--- config.mk ---
export PLATFORM = sky130hd
export DESIGN_NAME = chip_link_tx_flat
export DESIGN_NICKNAME = d
export VERILOG_FILES = /design/src/rtl/chip_link_tx_if.sv /design/src/rtl/chip_link_tx.sv /design/src/flat_wrapper.sv
export SDC_FILE = /design/constraint.sdc
export NUM_CORES = 1
export LEC_CHECK = 0
export ABC_AREA = 1
export CORE_ASPECT_RATIO = 1.4
export CORE_MARGIN = 4
export CORE_UTILIZATION = 25
export DETAILED_ROUTE_END_ITERATION = 10
export SETUP_SLACK_MARGIN = 0.4
export SLEW_MARGIN = 20
export SYNTH_ARGS = -nofsm -noshare
export SYNTH_HDL_FRONTEND = slang
export SYNTH_SLANG_ARGS = --single-unit
--- constraint.sdc ---
create_clock -name clk -period 12.7 [get_ports clk]
set_input_delay 1.905 -clock clk [delete_from_list [all_inputs] [get_ports clk]]
set_output_delay 1.905 -clock clk [all_outputs]
set_load 0.005 [all_outputs]
--- src/rtl/chip_link_tx_if.sv ---
// Router-egress packet handshake plus the 4-phase flit link of one chip_link_tx port.
// The master modport is the transmitter's view; the slave modport is router plus remote receiver.
interface chip_link_tx_if #(
  parameter int CHIPDATA_WIDTH = 16,
  parameter int PKT_WIDTH      = 64
);
  logic [PKT_WIDTH-1:0]      pkt_data;
  logic                      pkt_valid;
  logic                      pkt_ready;
  logic [CHIPDATA_WIDTH-1:0] send_data_out;
  logic                      send_data_valid;
  logic                      send_data_par;
  logic                      send_data_ready;
  logic                      send_data_err;
  logic                      pkt_sent;
  logic                      link_err;

  modport master (
    input  pkt_data, pkt_valid, send_data_ready, send_data_err,
    output pkt_ready, send_data_out, send_data_valid, send_data_par, pkt_sent, link_err
  );

  modport slave (
    output pkt_data, pkt_valid, send_data_ready, send_data_err,
    input  pkt_ready, send_data_out, send_data_valid, send_data_par, pkt_sent, link_err
  );
endinterface

--- src/rtl/chip_link_tx.sv ---
// Inter-chip link transmitter: serialises one packet MSB-first into even-parity flits,
// each sent with a 4-phase valid/ready handshake, retrying parity-rejected flits.
module chip_link_tx #(
  parameter int CHIPDATA_WIDTH = 16,
  parameter int PKT_WIDTH      = 64,
  parameter int MAX_RETRY      = 3,
  parameter int TIMEOUT        = 255
) (
  input  logic            clk,
  input  logic            rst_n,
  chip_link_tx_if.master  link
);

  localparam int NFLIT = PKT_WIDTH / CHIPDATA_WIDTH;
  localparam int IDX_W = (NFLIT > 1) ? $clog2(NFLIT) : 1;
  localparam int RTY_W = (MAX_RETRY > 0) ? $clog2(MAX_RETRY + 1) : 1;
  localparam int TMO_W = (TIMEOUT > 1) ? $clog2(TIMEOUT + 1) : 1;

  typedef enum logic [1:0] {S_IDLE, S_WLOW, S_HOLD, S_REL} state_t;

  function automatic logic f_even_par(input logic [CHIPDATA_WIDTH-1:0] d);
    return ^d;
  endfunction

  state_t                    r_state;
  logic [PKT_WIDTH-1:0]      r_pkt;
  logic [IDX_W-1:0]          r_flit_idx;
  logic [RTY_W-1:0]          r_retry;
  logic [TMO_W-1:0]          r_tmo;
  logic                      r_nack;
  logic                      r_pkt_ready;
  logic [CHIPDATA_WIDTH-1:0] r_data;
  logic                      r_valid;
  logic                      r_par;
  logic                      r_sent;
  logic                      r_err;

  logic [CHIPDATA_WIDTH-1:0] w_flit;
  logic [PKT_WIDTH-1:0]      w_pkt_next;
  logic [CHIPDATA_WIDTH-1:0] w_flit_next;
  logic                      w_last;
  logic                      w_evt;
  logic                      w_tmo_hit;

  // r_pkt is kept left-aligned: the flit in flight is always its top slice
  assign w_flit      = r_pkt[PKT_WIDTH-1 -: CHIPDATA_WIDTH];
  assign w_pkt_next  = r_pkt << CHIPDATA_WIDTH;
  assign w_flit_next = w_pkt_next[PKT_WIDTH-1 -: CHIPDATA_WIDTH];
  assign w_last      = (r_flit_idx == IDX_W'(NFLIT - 1));
  assign w_tmo_hit   = (r_tmo == TMO_W'(TIMEOUT - 1));

  // The receiver edge each waiting state is looking for
  always_comb begin
    w_evt = 1'b0;
    case (r_state)
      S_WLOW:  w_evt = !link.send_data_ready;
      S_HOLD:  w_evt = link.send_data_ready;
      S_REL:   w_evt = !link.send_data_ready;
      default: w_evt = 1'b0;
    endcase
  end

  always_ff @(posedge clk) begin
    if (!rst_n) begin
      r_state     <= S_IDLE;
      r_flit_idx  <= '0;
      r_retry     <= '0;
      r_tmo       <= '0;
      r_nack      <= 1'b0;
      r_pkt_ready <= 1'b0;
      r_data      <= '0;
      r_valid     <= 1'b0;
      r_par       <= 1'b0;
      r_sent      <= 1'b0;
      r_err       <= 1'b0;
    end else begin
      r_sent <= 1'b0;
      r_err  <= 1'b0;
      if (r_state != S_IDLE && !w_evt) begin
        // Stalled receiver: the count expires TIMEOUT cycles after the state was entered
        if (w_tmo_hit) begin
          r_valid     <= 1'b0;
          r_err       <= 1'b1;
          r_pkt_ready <= 1'b1;
          r_tmo       <= '0;
          r_state     <= S_IDLE;
        end else begin
          r_tmo <= r_tmo + TMO_W'(1);
        end
      end else begin
        case (r_state)
          S_IDLE: begin
            r_pkt_ready <= 1'b1;
            if (link.pkt_valid && r_pkt_ready) begin
              r_pkt       <= link.pkt_data;
              r_flit_idx  <= '0;
              r_retry     <= '0;
              r_tmo       <= '0;
              r_pkt_ready <= 1'b0;
              r_state     <= S_WLOW;
            end
          end
          S_WLOW: begin
            r_data  <= w_flit;
            r_par   <= f_even_par(w_flit);
            r_valid <= 1'b1;
            r_tmo   <= '0;
            r_state <= S_HOLD;
          end
          S_HOLD: begin
            r_nack  <= link.send_data_err;
            r_valid <= 1'b0;
            r_tmo   <= '0;
            r_state <= S_REL;
          end
          S_REL: begin
            r_tmo <= '0;
            if (!r_nack && w_last) begin
              r_sent      <= 1'b1;
              r_pkt_ready <= 1'b1;
              r_state     <= S_IDLE;
            end else if (!r_nack) begin
              r_pkt      <= w_pkt_next;
              r_flit_idx <= r_flit_idx + IDX_W'(1);
              r_retry    <= '0;
              r_data     <= w_flit_next;
              r_par      <= f_even_par(w_flit_next);
              r_valid    <= 1'b1;
              r_state    <= S_HOLD;
            end else if (r_retry != RTY_W'(MAX_RETRY)) begin
              r_retry <= r_retry + RTY_W'(1);
              r_valid <= 1'b1;
              r_state <= S_HOLD;
            end else begin
              r_err       <= 1'b1;
              r_pkt_ready <= 1'b1;
              r_state     <= S_IDLE;
            end
          end
          default: r_state <= S_IDLE;
        endcase
      end
    end
  end

  assign link.pkt_ready       = r_pkt_ready;
  assign link.send_data_out   = r_data;
  assign link.send_data_valid = r_valid;
  assign link.send_data_par   = r_par;
  assign link.pkt_sent        = r_sent;
  assign link.link_err        = r_err;

endmodule

--- src/flat_wrapper.sv ---
// flat-port wrapper written by rule: the top's interface ports become plain ports
module chip_link_tx_flat 
#(
  parameter int CHIPDATA_WIDTH = 16,
  parameter int PKT_WIDTH      = 64,
  parameter int MAX_RETRY      = 3,
  parameter int TIMEOUT        = 255
)
  (clk, rst_n, link_pkt_data, link_pkt_valid, link_send_data_ready, link_send_data_err, link_pkt_ready, link_send_data_out, link_send_data_valid, link_send_data_par, link_pkt_sent, link_link_err);
  chip_link_tx_if #(.CHIPDATA_WIDTH(CHIPDATA_WIDTH), .PKT_WIDTH(PKT_WIDTH)) link_i ();
  input  logic clk;
  input  logic rst_n;
  input wire logic [$bits(link_i.pkt_data)-1:0] link_pkt_data;
  input wire logic [$bits(link_i.pkt_valid)-1:0] link_pkt_valid;
  input wire logic [$bits(link_i.send_data_ready)-1:0] link_send_data_ready;
  input wire logic [$bits(link_i.send_data_err)-1:0] link_send_data_err;
  output wire logic [$bits(link_i.pkt_ready)-1:0] link_pkt_ready;
  output wire logic [$bits(link_i.send_data_out)-1:0] link_send_data_out;
  output wire logic [$bits(link_i.send_data_valid)-1:0] link_send_data_valid;
  output wire logic [$bits(link_i.send_data_par)-1:0] link_send_data_par;
  output wire logic [$bits(link_i.pkt_sent)-1:0] link_pkt_sent;
  output wire logic [$bits(link_i.link_err)-1:0] link_link_err;
  assign link_i.pkt_data = link_pkt_data;
  assign link_i.pkt_valid = link_pkt_valid;
  assign link_i.send_data_ready = link_send_data_ready;
  assign link_i.send_data_err = link_send_data_err;
  assign link_pkt_ready = link_i.pkt_ready;
  assign link_send_data_out = link_i.send_data_out;
  assign link_send_data_valid = link_i.send_data_valid;
  assign link_send_data_par = link_i.send_data_par;
  assign link_pkt_sent = link_i.pkt_sent;
  assign link_link_err = link_i.link_err;
  chip_link_tx #(.CHIPDATA_WIDTH(CHIPDATA_WIDTH), .PKT_WIDTH(PKT_WIDTH), .MAX_RETRY(MAX_RETRY), .TIMEOUT(TIMEOUT)) u_core (.clk(clk), .rst_n(rst_n), .link(link_i));
endmodule
==> impl_metrics.xml <==
<?xml version="1.0" encoding="UTF-8"?>
<metrics>
  <group name="clock_tree">
    <metric name="cts-root-buf" unit="">sky130_fd_sc_hd__clkbuf_16</metric>
    <metric name="post_cts_resize_count" unit="">0</metric>
    <metric name="cts_buffers" unit="">9</metric>
    <metric name="htree_num_levels" unit="">3</metric>
    <metric name="clockBufferDepth" unit="">2</metric>
    <metric name="tritoncts_clock_tree" unit="">built</metric>
    <metric name="cts.clk_slew.worst_paths" unit="ns">0.08</metric>
    <metric name="hold_buf_cts" unit="">0</metric>
    <metric name="cts_num_sinks" unit="">100</metric>
    <metric name="clock_latency" unit="ns">0.35</metric>
    <metric name="postCtsSetupBuffers" unit="">0</metric>
  </group>
  <group name="placed_design">
    <metric name="place_congestion" unit="">0.817</metric>
    <metric name="dp_hpwl" unit="mm">8.12</metric>
    <metric name="port_buffers" unit="">89</metric>
    <metric name="placed_area" unit="sq mm">0.00614</metric>
  </group>
  <group name="run_status">
    <metric name="run_status" unit="">finished clean</metric>
  </group>
  <group name="worst_hold_path">
    <metric name="hold_path_class" unit="">reg2reg</metric>
  </group>
  <group name="logic_synthesis">
    <metric name="synth_edf_count" unit="">64</metric>
    <metric name="synth_seq_cells" unit="">100</metric>
    <metric name="post_synth_and_or_nand_nor_area_fraction" unit="">0.306</metric>
    <metric name="synth_fp_nets" unit="">720</metric>
    <metric name="synth.mux.area_fraction" unit="">0</metric>
    <metric name="post_synthesis_compound_gate_area_fraction" unit="">0.0604</metric>
    <metric name="mappedNetlistArea" unit="sq mm">0.00499</metric>
    <metric name="synth_top_family_by_area" unit="">simple AND/OR/NAND/NOR gates</metric>
    <metric name="synth_flop_cell" unit="">sky130_fd_sc_hd__edfxtp_1</metric>
    <metric name="syn-mean-instance-area" unit="sq um">7.78</metric>
    <metric name="yosys.area_share.xor_xnor" unit="">0.0158</metric>
    <metric name="post_synth_inst_count" unit="">642</metric>
    <metric name="yosys_warnings" unit="">0</metric>
    <metric name="post_synth_num_cell_types" unit="">31</metric>
    <metric name="post_synth_fa_ha_maj_area_fraction" unit="">0.0225</metric>
    <metric name="synth-async-reset-ratio" unit="">0</metric>
    <metric name="ys_seq_area_frac" unit="">0.529</metric>
  </group>
  <group name="timing">
    <metric name="final_max_slew_violation_count" unit="">0</metric>
    <metric name="post-route-min-period" unit="ns">4.39</metric>
    <metric name="tns" unit="ns">0</metric>
    <metric name="rsz_0062_raised_after_global_routing" unit="">false</metric>
    <metric name="actual_transition_at_the_worst_max_transition_pin" unit="ns">0.855</metric>
    <metric name="fin_crit_sh" unit="">0.346</metric>
    <metric name="f_max" unit="MHz">228</metric>
    <metric name="setup_viol" unit="">0</metric>
    <metric name="fin_skew" unit="ns">0.0124</metric>
    <metric name="finalHoldViolations" unit="">0</metric>
    <metric name="max_slew_margin" unit="">0.428</metric>
  </group>
  <group name="power">
    <metric name="intPower" unit="uW">744</metric>
    <metric name="ir_drop" unit="V">0.0000568</metric>
    <metric name="power_per_cell_area" unit="mW/mm^2">174</metric>
    <metric name="power.switching" unit="uW">379</metric>
    <metric name="combinationalPowerShare" unit="">0.311</metric>
    <metric name="leakage_power_summed_over_all_cells" unit="uW">0.00288</metric>
    <metric name="sequentialPowerShare" unit="">0.441</metric>
    <metric name="netSwitchingFraction" unit="">0.338</metric>
    <metric name="clock_power_share" unit="">0.247</metric>
  </group>
  <group name="grt">
    <metric name="antenna_found_initial" unit="">0</metric>
    <metric name="global_route_congestion_overflow_total" unit="">0</metric>
    <metric name="global_route.usage.total" unit="">0.101</metric>
    <metric name="global_route_wire_length_before_repair" unit="mm">18.3</metric>
    <metric name="first_global_vias" unit="">3954</metric>
    <metric name="largest_net_degree_at_the_start_of_global_routing" unit="">74</metric>
  </group>
  <group name="route">
    <metric name="drt-pass1-iter-count" unit="">4</metric>
    <metric name="drt-total-wl" unit="mm">11.2</metric>
    <metric name="drt_first_iter_violations" unit="">178</metric>
    <metric name="viasPerCell" unit="">4.18</metric>
    <metric name="vias" unit="">4088</metric>
    <metric name="drc" unit="">0</metric>
    <metric name="final_antenna_net_count" unit="">0</metric>
    <metric name="drt-wirelength-per-cell" unit="microns">11.4</metric>
  </group>
  <group name="layout">
    <metric name="layout.cells.most_common" unit="">sky130_fd_sc_hd__nand2_1</metric>
    <metric name="syn2layout_area_growth" unit="%">29.3</metric>
    <metric name="antenna_cells_inserted" unit="">0</metric>
    <metric name="stdcell_area" unit="sq mm">0.00646</metric>
    <metric name="num-nets-final" unit="">804</metric>
    <metric name="drive_gt1_frac" unit="">0.0410</metric>
    <metric name="final_cell_mix" unit="">311 x sky130_fd_sc_hd__nand2_1, 89 x sky130_fd_sc_hd__clkdlybuf4s50_1, 64 x sky130_fd_sc_hd__edfxtp_1</metric>
  </group>
  <group name="floorplanning">
    <metric name="floorplan.initialDensity" unit="">0.257</metric>
    <metric name="placementRows" unit="">60</metric>
    <metric name="fp.dieW" unit="microns">127</metric>
    <metric name="die_ar" unit="sq mm">0.0223</metric>
    <metric name="design.portCount" unit="">90</metric>
    <metric name="core" unit="sq mm">0.0194</metric>
    <metric name="fp.dieH" unit="microns">175</metric>
  </group>
  <group name="worst_setup_path">
    <metric name="critPathLaunchType" unit="">primary input</metric>
    <metric name="worst_ep_required_time" unit="ns">12.67</metric>
    <metric name="cp-end-kind" unit="">register</metric>
    <metric name="arrival" unit="ns">4.36</metric>
    <metric name="path_max_fanout" unit="">65</metric>
    <metric name="criticalPathCategory" unit="">in2reg</metric>
  </group>
  <group name="run">
    <metric name="maxCapViolations" unit="">0</metric>
  </group>
</metrics>
[logic make-up after synthesis]
kind of cell	after synthesis
adder cells (fa/ha/maj)	9
flip-flops	100
AND/OR/NAND/NOR	385
AO/OA/AOI/OAI	54
buffers and inverters	85
XOR/XNOR	9
[area by class of cell]
class | count | area [sq um]
clock buffer | 11 | 264
tap | 248 | 310
clock inverter | 5 | 40.0
fill | 2021 | 13000
multi-input combinational | 457 | 2030
sequential | 100 | 2640
inverter | 65 | 244
timing repair buffer | 93 | 925
[Yosys cell counts (4+ instances only)]
library cell | count | area [sq um]
sky130_fd_sc_hd__dfxtp_1 | 36 | 721
sky130_fd_sc_hd__a31oi_1 | 16 | 100
sky130_fd_sc_hd__inv_1 | 64 | 240
sky130_fd_sc_hd__clkbuf_1 | 11 | 41.3
sky130_fd_sc_hd__nand2_1 | 311 | 1170
sky130_fd_sc_hd__o21ai_1 | 11 | 55.1
sky130_fd_sc_hd__a21oi_1 | 11 | 55.1
sky130_fd_sc_hd__ha_1 | 9 | 113
sky130_fd_sc_hd__edfxtp_1 | 64 | 1920
sky130_fd_sc_hd__o21ai_0 | 12 | 60.1
sky130_fd_sc_hd__nor2_1 | 42 | 158
sky130_fd_sc_hd__xnor2_1 | 6 | 52.6
sky130_fd_sc_hd__nor3_1 | 4 | 20.0
sky130_fd_sc_hd__buf_1 | 5 | 18.8
sky130_fd_sc_hd__nand4_1 | 4 | 25.0
sky130_fd_sc_hd__nand3_1 | 13 | 65.1
[flip-flops by register name (all words and copies together), names as in the netlist]
name	count
u_core.link.send_data_out	16
u_core.link.link_err	1
u_core.link.pkt_sent	1
u_core.r_tmo	8
u_core.r_retry	2
u_core.r_pkt	64
u_core.link.send_data_valid	1
u_core.link.pkt_ready	1
u_core.r_state	2
u_core.r_flit_idx	2
u_core.link.send_data_par	1
u_core.r_nack	1
[worst max-delay path, cell delays in order]
cell and delay (ns):
sky130_fd_sc_hd__clkdlybuf4s50_1 1.02, sky130_fd_sc_hd__clkinv_1 0.53, sky130_fd_sc_hd__nor2_4 0.19, sky130_fd_sc_hd__buf_4 0.67
[path summary, 6_finish.rpt]
check                    start                end  slack, ns  cells past startpoint
max                      rst_n   u_core.r_pkt[23]       8.31                      4
min          u_core.r_retry[1]  u_core.r_retry[1]       0.48                      2
max reg2reg  u_core.r_state[1]   u_core.r_pkt[23]       9.49                      9
min reg2reg  u_core.r_retry[1]  u_core.r_retry[1]       0.48                      2
[power groups by stage]
stage          logic [uW]  registers, uW  clock network, uW
6_report              350            496                277
5_1_grt               402            506                298
4_1_cts               353            496                287
3_5_place_dp          352            503                  0
3_3_place_gp          345            502                  0
2_1_floorplan         223            496                  0
[through the flow]
step / instances / utilization / hold WS, ns / setup slack [ns] / power [uW]
after detailed placement: 962 / 0.316 / 0.466 / 7.91 / 855
after global placement: 962 / 0.316 / 0.459 / 7.92 / 847
after CTS: 978 / 0.331 / 0.477 / 8.27 / 1140
after floorplan: 642 / - / 0.449 / 7.07 / 719
after global routing: 979 / 0.332 / 0.510 / 8.10 / 1210
final: 979 / 0.332 / 0.478 / 8.31 / 1120
[routing by layer]
layer / track usage / share of wire / up-vias
met5: 0 / 0 / -
met4: 0.0465 / 0.031 / 0
met3: 0.0208 / 0.047 / 18
met2: 0.173 / 0.47 / 94
met1: 0.121 / 0.45 / 1782
li1: - / - / 2194
No activity file was read; power rests on OpenSTA's default activity.
